==> config.mk <==
export PLATFORM = sky130hd
export DESIGN_NAME = imm_extend_pipe
export DESIGN_NICKNAME = d
export VERILOG_FILES = /design/src/rtl/imm_extend_pipe.sv
export SDC_FILE = /design/constraint.sdc
export NUM_CORES = 1
export LEC_CHECK = 0
export ABC_CLOCK_PERIOD_IN_PS = 6680
export CAP_MARGIN = 5
export CORE_MARGIN = 2
export CORE_UTILIZATION = 30
export CTS_CLUSTER_DIAMETER = 120
export CTS_CLUSTER_SIZE = 28
export DETAILED_ROUTE_END_ITERATION = 10
export GPL_TIMING_DRIVEN = 1
export SLEW_MARGIN = 20
export SYNTH_ARGS = -nofsm -noshare
export SYNTH_HDL_FRONTEND = slang
export SYNTH_SLANG_ARGS = --single-unit
==> constraint.sdc <==
create_clock -name CLK -period 6.68 [get_ports CLK]
set_input_delay 1.336 -clock CLK [delete_from_list [all_inputs] [get_ports CLK]]
set_output_delay 1.336 -clock CLK [all_outputs]
set_load 0.03 [all_outputs]
==> src/rtl/imm_extend_pipe.sv <==
// imm_extend_pipe: registered immediate extender with a 2-entry output FIFO.
// Decodes Imm/Sa/JIdx by a 3-bit mode into an operand (ImmOut) and a
// control-flow target (TargetOut). Results are buffered in a 2-deep FIFO
// with valid/ready handshakes on both sides. Illegal requests are counted.
// Ports:
//   CLK, Reset (async active-low)
//   InValid/InReady   request handshake (InReady is purely registered)
//   ExtSel, Imm, Sa, JIdx, PCOut   request payload
//   OutValid/OutReady result handshake
//   ImmOut, TargetOut, IllegalOut  head entry
//   ErrCnt            saturating count of accepted illegal requests
module imm_extend_pipe #(
  parameter int DATA_W = 32,
  parameter int IMM_W  = 16,
  parameter int SA_W   = 5,
  parameter int JIDX_W = 26,
  parameter int ERR_W  = 8
) (
  input  logic              CLK,
  input  logic              Reset,
  input  logic              InValid,
  output logic              InReady,
  input  logic [2:0]        ExtSel,
  input  logic [IMM_W-1:0]  Imm,
  input  logic [SA_W-1:0]   Sa,
  input  logic [JIDX_W-1:0] JIdx,
  input  logic [DATA_W-1:0] PCOut,
  output logic              OutValid,
  input  logic              OutReady,
  output logic [DATA_W-1:0] ImmOut,
  output logic [DATA_W-1:0] TargetOut,
  output logic              IllegalOut,
  output logic [ERR_W-1:0]  ErrCnt
);

  typedef struct packed {
    logic [DATA_W-1:0] imm;
    logic [DATA_W-1:0] tgt;
    logic              ill;
  } ent_t;

  // Mask keeping PC bits above the jump index field. Written as a mask
  // rather than a slice so DATA_W == JIDX_W+2 remains legal.
  localparam logic [DATA_W-1:0] PC_HI_MASK = ~((DATA_W'(1) << (JIDX_W + 2)) - DATA_W'(1));

  logic [DATA_W-1:0] w_sext;
  logic [DATA_W-1:0] w_sext4;
  logic [DATA_W-1:0] w_jtgt;
  ent_t              w_new;

  always_comb begin
    w_sext  = {{(DATA_W-IMM_W){Imm[IMM_W-1]}}, Imm};
    w_sext4 = w_sext << 2;
    w_jtgt  = (PCOut & PC_HI_MASK) | (DATA_W'(JIdx) << 2);
    w_new     = '0;
    w_new.tgt = w_jtgt;
    case (ExtSel)
      3'd0: w_new.imm = DATA_W'(Sa);
      3'd1: w_new.imm = DATA_W'(Imm);
      3'd2: w_new.imm = w_sext;
      3'd3: w_new.imm = DATA_W'(Imm) << IMM_W;
      3'd4: w_new.imm = w_sext4;
      3'd5: begin
        w_new.imm = w_sext4;
        w_new.tgt = PCOut + DATA_W'(4) + w_sext4;
      end
      3'd6: w_new.imm = '0;
      default: begin
        w_new.imm = '0;
        w_new.tgt = '0;
        w_new.ill = 1'b1;
      end
    endcase
  end

  // r_head is the presented entry; r_tail holds the second entry when full.
  // The head register is only overwritten by a new head, so after the last
  // pop the outputs keep showing the popped values.
  ent_t             r_head;
  ent_t             r_tail;
  logic [1:0]       r_cnt;
  logic             r_in_rdy;
  logic [ERR_W-1:0] r_err;

  logic       w_push;
  logic       w_pop;
  logic [1:0] w_cnt_nxt;

  always_comb begin
    w_push = InValid & r_in_rdy;
    w_pop  = (r_cnt != 2'd0) & OutReady;
    case ({w_push, w_pop})
      2'b10:   w_cnt_nxt = r_cnt + 2'd1;
      2'b01:   w_cnt_nxt = r_cnt - 2'd1;
      default: w_cnt_nxt = r_cnt;
    endcase
  end

  always_ff @(posedge CLK or negedge Reset) begin
    if (!Reset) begin
      r_head   <= '0;
      r_tail   <= '0;
      r_cnt    <= 2'd0;
      r_in_rdy <= 1'b0;
      r_err    <= '0;
    end else begin
      r_cnt    <= w_cnt_nxt;
      // Registered ready: no combinational path from OutReady.
      r_in_rdy <= (w_cnt_nxt != 2'd2);
      case (r_cnt)
        2'd0: if (w_push) r_head <= w_new;
        2'd1: begin
          if (w_push && w_pop) r_head <= w_new;
          else if (w_push)     r_tail <= w_new;
        end
        default: if (w_pop) r_head <= r_tail;
      endcase
      if (w_push && (ExtSel == 3'b111) && (r_err != '1))
        r_err <= r_err + ERR_W'(1);
    end
  end

  assign InReady    = r_in_rdy;
  assign OutValid   = (r_cnt != 2'd0);
  assign ImmOut     = r_head.imm;
  assign TargetOut  = r_head.tgt;
  assign IllegalOut = r_head.ill;
  assign ErrCnt     = r_err;

endmodule

==> impl_metrics.tcl, run 1 <==
set metrics [dict create \
    hp-start "TargetOut[0]" \
    path_buf_inv 1 \
    combPwrFrac_pct 49.3 \
    cts.path.max_buffers 2 \
    fin_crit_ps 4940 \
    swShare_pct 45.2 \
    drc 0 \
    synth_top_area_cell "dfrtp_1" \
    die_w_um 174 \
    antenna_found_initial 0 \
    ys_ff_latch 141 \
    crit_arrival_ps 5250 \
    fp.dieH_um 174 \
    critPathLaunchType "input port" \
    grt.overflow.total 0 \
    h-tree-depth 4 \
    diodes 0 \
    root_buffer "clkbuf_16" \
    syn_area_mm2 0.00865 \
    cp_top_family "compound AO/OA/AOI/OAI gates" \
    cts_resized 0 \
    core_mm2 0.0285 \
    min_path_cells 2 \
    post_cts_buffers 0 \
    fin_tns_setup_ps 0 \
    path_cells "clkdlybuf4s50_1 -> ha_1 -> ha_1 -> a21oi_1 -> o21ai_0 -> or4_4 -> a211o_2 -> o211ai_2 -> mux2_4 -> a211oi_2 -> o21ai_1" \
    grt_pass1_wl_um 44400 \
    drive_above_1_share_pct 6.58 \
    multi_input_area_mm2 0.00483 \
    critical-path-max-stage-delay_ps 1070 \
    io_buffers 160 \
    finalSetupViolations 0 \
    relSlewSlack_pct 33.5 \
    netlist.area_leader.share_pct 40.8 \
    final.period_utilization_pct 73.9 \
    dieArea_mm2 0.0302 \
    drv_slew 0 \
    synth-edff-count 0 \
    grt_usage_pct 18.8 \
    leakage_nw 4.86 \
    area_growth_pct 28.9 \
    dp_hpwl_um 20400 \
    power_density_mw_per_mm2 416 \
    synthTopCellsByArea "dfrtp_1, ha_1, nand2_1, o21ai_0, a21oi_1" \
    holdBufCountCts 0 \
    design.portCount 161 \
    fill_cells 2986 \
    syn_inst 1021 \
    power_w 0.00464 \
    grt_pass1_vias 7773 \
    synth.avg_cell_area_um2 8.47 \
    p_seq_share_pct 30.6 \
    ant_nets 0 \
    rows 62 \
    timing.rr.end "TargetOut[1]" \
    p_sw_w 0.00210 \
    worstMarginPinSlew_ps 994 \
    regToRegSetupSlack_ps 3730 \
    hp-class "register to register" \
    dr.first_iter.drc_count 577 \
    grt_max_degree 120 \
    synth_commonest_cells "nand2_1, dfrtp_1, o21ai_0, a21oi_1, nor2_1" \
    hold_viol_final 0 \
    pwr-share-clk_pct 20.1 \
    cts.sink_count 141 \
    min_to "TargetOut[0]" \
    reg2reg_depth 10 \
    clkLatencyLatePin_ps 430 \
    vias 7816 \
    cp_common_cell "ha_1" \
    slowest_stage "clkdlybuf4s50_1" \
    ys_async_sr_fraction_pct 100 \
    yosysWarnings 0 \
    required_ps 6990 \
    final_nets 1293 \
    yosysMostFrequentCell "nand2_1" \
    synth_ff_type "dfrtp_1" \
    yosysUniqueCellTypes 64 \
    ys_seq_area_share_pct 40.8 \
    max_clock_freq_mhz 203 \
    cp-end-kind "register" \
    irDropWorstVdd_mv 0.224 \
    critPathKind "input port to register" \
    viasPerCell 5.08 \
    status "complete, no violations" \
    clk_pin_slew_worst_paths_ps 60 \
    regToRegStartpoint "r_cnt[0]" \
    initial_core_util_pct 30.3 \
    p_int_w 0.00254 \
    max_cap_viol_count 0 \
    final-seq-area_mm2 0.00353 \
    tritoncts "built" \
    wl_per_cell_um 18.0 \
    gp_congestion 0.887 \
    cp_max_fo 18 \
    fin_worst_skew_ps 10.5 \
    whs_ps 475 \
    wl_um 27700 \
    synth_nets 1172 \
    rsz0062_at_grt "no" \
    drt_pass1_iterations 5 \
    cts_buffers 17 \
]
-- worst reg2reg max path, stage by stage, from the launching register on --
cell     delay [ps]
dfrtp_1         410
inv_1            90
ha_1            340
inv_1           120
nand2_1         150
inv_1            70
ha_1            190
nor2b_1         280
a211o_4         570
buf_4           460
o21ai_0         150
-- kinds of logic (layout without fill, tap and decap cells) --
kind of cell | count (synthesis) | in the layout | synth area share, %
flops | 141 | 141 | 40.8
mux | 15 | 15 | 1.89
fa+ha+maj | 65 | 65 | 9.49
buf+inv | 86 | 220 | 3.99
xor+xnor | 26 | 26 | 2.63
compound gates | 347 | 347 | 24.4
simple gates | 341 | 341 | 16.9
-- area by class of cell --
| type | instances | share of cell area, % |
|---|---|---|
| multi-input combinational | 794 | 43.3 |
| sequential | 141 | 31.6 |
| timing repair buffer | 169 | 15.0 |
| tap | 384 | 4.31 |
| clock buffer | 17 | 3.82 |
| clock inverter | 15 | 1.31 |
| inverter | 19 | 0.640 |
-- layout by cell type, fill, tap and decap left out, types with 7 or more instances in the layout --
cell,netlist,layout
nand2_1,175,174
clkdlybuf4s50_1,0,159
dfrtp_1,141,141
o21ai_0,118,118
a21oi_1,105,104
nor2_1,90,89
ha_1,64,64
a22oi_1,23,23
inv_1,19,19
xnor2_1,19,19
nand3_1,18,18
clkbuf_16,0,17
a21o_1,16,16
a31oi_1,12,12
o211ai_1,11,11
nand4_1,10,10
nor3_1,10,10
o31ai_1,9,9
buf_4,0,9
o21bai_1,8,8
nor2b_1,8,8
mux2i_1,7,7
and3_1,7,7
xor2_1,7,7
mux2_2,7,7
-- flip-flops by register name, summed over array words and instances, names as in the netlist --
register and flops:
r_cnt 2, InReady 1, ErrCnt 8, r_tail 65, TargetOut 32, ImmOut 32, IllegalOut 1
-- power by group through the flow --
stage / Combinational (W) / Clock, W / Sequential (W)
after floorplan: 0.00117 / 0 / 0.00172
after global placement: 0.00227 / 0 / 0.00143
after detailed placement: 0.00230 / 0 / 0.00144
after CTS: 0.00230 / 0.000950 / 0.00142
after global routing: 0.00254 / 0.000989 / 0.00147
final: 0.00229 / 0.000930 / 0.00142
-- per-layer routing --
| metal | GRT usage [%] | wire length (um) | vias to the layer above |
|---|---|---|---|
| met3 | 2.98 | 1170 | 20 |
| li1 | - | - | 3863 |
| met4 | 4.66 | 373 | 0 |
| met2 | 31.0 | 13100 | 197 |
| met5 | 0 | 0 | - |
| met1 | 25.8 | 13100 | 3736 |
-- metrics by stage --
| stage | std cells | cell area [um2] | setup slack (ps) | util, % |
|---|---|---|---|---|
| after CTS | 1539 | 11100 | 1730 | 39.0 |
| after detailed placement | 1507 | 10600 | 1280 | 37.0 |
| after floorplan | 1021 | 8650 | 2560 | - |
| after global routing | 1539 | 11100 | 1530 | 39.1 |
| after global placement | 1507 | 10600 | 1350 | 37.0 |
| final | 1539 | 11100 | 1740 | 39.1 |
-- worst max path at each step --
| stage | cells past startpoint | slack [ps] | endpoint | from |
|---|---|---|---|---|
| final | 11 | 1740 | TargetOut[31] | Imm[15] |
| after global placement | 11 | 1350 | TargetOut[31] | Imm[15] |
| after CTS | 11 | 1730 | TargetOut[31] | Imm[15] |
| after floorplan | 13 | 2560 | TargetOut[31] | Imm[1] |
| after detailed placement | 11 | 1280 | TargetOut[31] | Imm[15] |
| after global routing | 11 | 1530 | TargetOut[31] | Imm[15] |
Note: power is estimated with default switching activity, not from simulation.
==> run 2: changes to the inputs <==
--- a/config.mk
+++ b/config.mk
@@ -5,7 +5,7 @@
 export SDC_FILE = /design/constraint.sdc
 export NUM_CORES = 1
 export LEC_CHECK = 0
-export ABC_CLOCK_PERIOD_IN_PS = 6680
+export ABC_CLOCK_PERIOD_IN_PS = 5100
 export CAP_MARGIN = 5
 export CORE_MARGIN = 2
 export CORE_UTILIZATION = 30
==> constraint.sdc (replaced) <==
create_clock -name CLK -period 5.1 [get_ports CLK]
set_input_delay 1.02 -clock CLK [delete_from_list [all_inputs] [get_ports CLK]]
set_output_delay 1.02 -clock CLK [all_outputs]
set_load 0.03 [all_outputs]
==> run 2 against run 1 <==
  * Critical path depth grew 1
  * Die area is the same
  * Highest routed layer unchanged
  * Critical endpoint unchanged
  * Worst hold slack gained 0.60 ps
  * Clock-buffer cell count grew 3
  * Sequential share of layout area shrank 0.24 points
==> impl_metrics.tcl, run 2 (synthesized netlist as in run 1, its figures left out) <==
set metrics [dict create \
    cts_resized 0 \
    grt_usage_pct 19.0 \
    hp-class "register to register" \
    holdBufCountCts 0 \
    rows 62 \
    drv_slew 0 \
    grt_pass1_vias 7716 \
    grt_max_degree 120 \
    finalSetupViolations 0 \
    cp_max_fo 18 \
    antenna_found_initial 0 \
    viasPerCell 5.12 \
    drive_above_1_share_pct 7.20 \
    relSlewSlack_pct 34.1 \
    critPathKind "input port to register" \
    power_density_mw_per_mm2 546 \
    dp_hpwl_um 21200 \
    core_mm2 0.0285 \
    hold_viol_final 0 \
    vias 7936 \
    largest_reg_flops 65 \
    grt_pass1_wl_um 44700 \
    final.period_utilization_pct 82.1 \
    fin_crit_ps 4190 \
    irDropWorstVdd_mv 0.281 \
    diodes 0 \
    regMostFlops "r_tail" \
    h-tree-depth 4 \
    cp-end-kind "register" \
    drc 0 \
    fin_tns_setup_ps 0 \
    max_clock_freq_mhz 239 \
    ant_nets 0 \
    initial_core_util_pct 30.3 \
    power_w 0.00613 \
    clkLatencyLatePin_ps 420 \
    root_buffer "clkbuf_16" \
    dr.first_iter.drc_count 570 \
    dieArea_mm2 0.0302 \
    design.portCount 161 \
    final_common_cell "nand2_1" \
    critPathLaunchType "input port" \
    whs_ps 475 \
    fp.dieH_um 174 \
    area_growth_pct 29.8 \
    cts.path.max_buffers 2 \
    wl_um 28400 \
    gp_congestion 0.885 \
    max_cap_viol_count 0 \
    worstMarginPinSlew_ps 985 \
    final_nets 1304 \
    grt.overflow.total 0 \
    post_cts_buffers 0 \
    crit_arrival_ps 4480 \
    cts.sink_count 141 \
    cts_buffers 17 \
    tritoncts "built" \
    wl_per_cell_um 18.3 \
    clk_pin_slew_worst_paths_ps 60 \
    status "complete, no violations" \
    layout_common_cells "nand2_1, clkdlybuf4s50_1, dfrtp_1" \
    fin_worst_skew_ps 14.1 \
    rsz0062_at_grt "no" \
    drt_pass1_iterations 5 \
    die_w_um 174 \
    required_ps 5390 \
    leakage_nw 4.91 \
    io_buffers 160 \
]
[run 2: changes by cell type in the layout (fill, tap and decap cells not counted), sizes merged]
| cell | previous run | this run |
|---|---|---|
| inv | 29 | 26 |
| buf | 10 | 21 |
| clkbuf | 17 | 20 |
| bufinv | 0 | 1 |
| clkinv | 4 | 1 |
| clkinvlp | 1 | 3 |
[run 2: power by group]
group / switching [W] / total [W] / leakage [nW] / internal [W]
Sequential: 0.000262 / 0.00187 / 1.81 / 0.00160
Combinational: 0.00193 / 0.00303 / 2.83 / 0.00110
Clock: 0.000537 / 0.00124 / 0.271 / 0.000699
[run 2: worst max-delay path, cell delays in order]
cell and delay, ps:
clkdlybuf4s50_1 450, buf_4 260, ha_1 280, ha_1 410, a21oi_1 260, o21ai_0 190
or4_4 590, a211o_2 320, o211ai_2 90, mux2_4 320, a211oi_2 180, o21ai_1 90
[run 2: path summary, 6_finish.rpt]
path / start / end / slack, ps / cells past startpoint
min: IllegalOut / IllegalOut / 480 / 2
min in group asynchronous: Reset / ImmOut[15] / 670 / 1
max reg2reg: r_cnt[0] / TargetOut[25] / 2290 / 12
max: Imm[15] / TargetOut[31] / 910 / 12
max in group asynchronous: Reset / r_tail[8] / 3450 / 2
min reg2reg: IllegalOut / IllegalOut / 480 / 2
[run 2: stage by stage]
| step | std cells | setup WS, ps | instance area, um2 | util, % |
|---|---|---|---|---|
| 6_report | 1550 | 912 | 11200 | 39.3 |
| 5_1_grt | 1550 | 699 | 11200 | 39.3 |
| 4_1_cts | 1550 | 891 | 11200 | 39.3 |
| 3_5_place_dp | 1518 | 468 | 10700 | 37.3 |
| 3_3_place_gp | 1518 | 457 | 10700 | 37.3 |
| 2_1_floorplan | 1021 | 1290 | 8650 | - |
[run 2: routing by layer]
| layer | track usage (%) | vias up | part of all wire, % |
|---|---|---|---|
| li1 | - | 3880 | - |
| met2 | 30.6 | 218 | 46 |
| met4 | 5.08 | 0 | 1.8 |
| met1 | 26.4 | 3813 | 47 |
| met5 | 0 | - | 0 |
| met3 | 3.42 | 25 | 5.0 |
[run 2: cell type report]
cell class                      count  area (um2)
Clock buffer                       20         447
Clock inverter                     12         125
Timing Repair Buffer              180        1770
Fill cell                        2942       17300
Sequential cell                   141        3530
Tap cell                          384         480
Inverter                           19        71.3
Multi-Input combinational cell    794        4820
==> run 3: changes to the inputs <==
--- a/config.mk
+++ b/config.mk
@@ -5,7 +5,7 @@
 export SDC_FILE = /design/constraint.sdc
 export NUM_CORES = 1
 export LEC_CHECK = 0
-export ABC_CLOCK_PERIOD_IN_PS = 5100
+export ABC_CLOCK_PERIOD_IN_PS = 4000
 export CAP_MARGIN = 5
 export CORE_MARGIN = 2
 export CORE_UTILIZATION = 30
==> constraint.sdc (replaced) <==
create_clock -name CLK -period 4 [get_ports CLK]
set_input_delay 0.8 -clock CLK [delete_from_list [all_inputs] [get_ports CLK]]
set_output_delay 0.8 -clock CLK [all_outputs]
set_load 0.03 [all_outputs]
==> run 3 against run 2 <==
  * Final cell count is 6.1% higher
  * Die area stayed put
  * Global-route usage grew 0.22 points
  * First-iteration DRC count down 5.6%
  * Highest routed layer unchanged
  * Combinational power rose by 36%
  * Worst setup slack got worse by 760 ps
  * Sequential cell count did not move
  * Clock skew is 5.7 ps lower
  * Worst hold slack got worse by 95 ps
  * Via count increased by 3.3%
  * Clock power rose by 31%
==> impl_metrics.tcl, run 3 (synthesized netlist as in run 1, its figures left out) <==
set metrics [dict create \
    status "complete, no violations" \
    cp_max_fo 4 \
    core_mm2 0.0285 \
    root_buffer "clkbuf_16" \
    leakage_nw 5.40 \
    critPathLaunchType "input port" \
    max_clock_freq_mhz 260 \
    ant_nets 0 \
    fill_cells 2910 \
    wl_um 28600 \
    multi_input_area_mm2 0.00481 \
    regToRegSetupSlack_ps 1320 \
    clk_pin_slew_worst_paths_ps 70 \
    cts_resized 0 \
    power_density_mw_per_mm2 676 \
    dieArea_mm2 0.0302 \
    clkLatencyLatePin_ps 420 \
    final_common_cell "nand2_1" \
    design.portCount 161 \
    grt_pass1_wl_um 45400 \
    final_nets 1397 \
    h-tree-depth 4 \
    crit_arrival_ps 4150 \
    grt_max_degree 83 \
    drive_above_1_share_pct 14.2 \
    dr.first_iter.drc_count 538 \
    fin_tns_setup_ps 0 \
    whs_ps 380 \
    fp.dieH_um 174 \
    finalSetupViolations 0 \
    cp_top_family "compound AO/OA/AOI/OAI gates" \
    grt_pass1_vias 8088 \
    gp_congestion 0.921 \
    max_cap_viol_count 0 \
    relSlewSlack_pct 28.6 \
    cts.sink_count 141 \
    drv_slew 0 \
    antenna_found_initial 2 \
    fin_worst_skew_ps 8.47 \
    irDropWorstVdd_mv 0.352 \
    tritoncts "built" \
    placed_cells_incl_taps 1611 \
    io_buffers 160 \
    drc 0 \
    rows 62 \
    cts_buffers 17 \
    rsz0062_at_grt "no" \
    largest_reg_flops 65 \
    grt.overflow.total 0 \
    die_w_um 174 \
    regMostFlops "r_tail" \
    hp-class "input port to asynchronous set/reset pin" \
    wl_per_cell_um 17.4 \
    worstMarginPinSlew_ps 1070 \
    drt_pass1_iterations 5 \
    final.period_utilization_pct 96.2 \
    final-seq-area_mm2 0.00353 \
    required_ps 4300 \
    initial_core_util_pct 30.3 \
    path_buf_inv 2 \
    layout_common_cells "nand2_1, clkdlybuf4s50_1, dfrtp_1" \
    cts.path.max_buffers 2 \
    critical-path-max-stage-delay_ps 500 \
    post_cts_buffers 0 \
    grt_usage_pct 19.2 \
    cp-end-kind "register" \
    fin_crit_ps 3850 \
    hold_viol_final 0 \
    dp_hpwl_um 22400 \
    critPathKind "input port to register" \
    slowest_stage "or4_4" \
    area_growth_pct 38.5 \
    vias 8195 \
    instances_no_fill 1645 \
    viasPerCell 4.98 \
    path_cells "clkdlybuf4s50_1 -> ha_1 -> ha_1 -> inv_1 -> fa_1 -> and2b_2 -> o211ai_2 -> a21oi_2 -> or4_4 -> a211o_2 -> o211ai_2 -> mux2_4 -> a211oi_2 -> o21ai_1" \
    holdBufCountCts 0 \
    power_w 0.00811 \
]
## run 3: cell count changes in the layout (fill, tap and decap cells not counted), sizes merged
cell      previous run  this run
inv                 26        30
clkinvlp             3         1
clkbuf              20        17
diode                0         2
clkinv               1         2
buf                 21       114
## run 3: cell type report
class	count	share of cell area [%]
Multi-Input combinational cell	794	40.1
Sequential cell	141	29.4
Timing Repair Buffer	273	20.9
Tap cell	384	4.01
Clock buffer	17	3.55
Clock inverter	15	1.40
Inverter	19	0.595
Antenna cell	2	0.0418
## run 3: layer usage
metal	GRT usage, %	up-vias	wire length [um]
met5	0	-	0
met4	4.73	0	421
met3	3.22	22	1530
met2	31.8	246	13500
met1	26.3	3849	13200
li1	-	4078	-
## run 3: through the flow
step           cell area [um2]  util, %  setup slack (ps)
6_report                 12000     42.0               154
5_1_grt                  12000     42.0              18.9
4_1_cts                  12000     42.0               180
3_5_place_dp             11400     39.9              -251
3_3_place_gp             11400     39.9              -188
2_1_floorplan             8650        -               414
## run 3: final timing paths
path	from	to	depth (start not counted)
setup / recovery	Imm[1]	TargetOut[31]	14
hold / removal	Reset	ImmOut[14]	1
setup reg to reg	r_cnt[0]	ImmOut[6]	10
hold reg to reg	r_tail[22]	r_tail[22]	2
max in group asynchronous	Reset	r_tail[39]	2
min in group CLK	r_tail[22]	r_tail[22]	2
## run 3: power breakdown
part           switching, W  total (W)  leakage (nW)  internal, W
Combinational       0.00250    0.00412          3.30      0.00161
Sequential         0.000330    0.00237          1.81      0.00204
Clock              0.000725    0.00162         0.294     0.000896
Total               0.00356    0.00811          5.40      0.00455
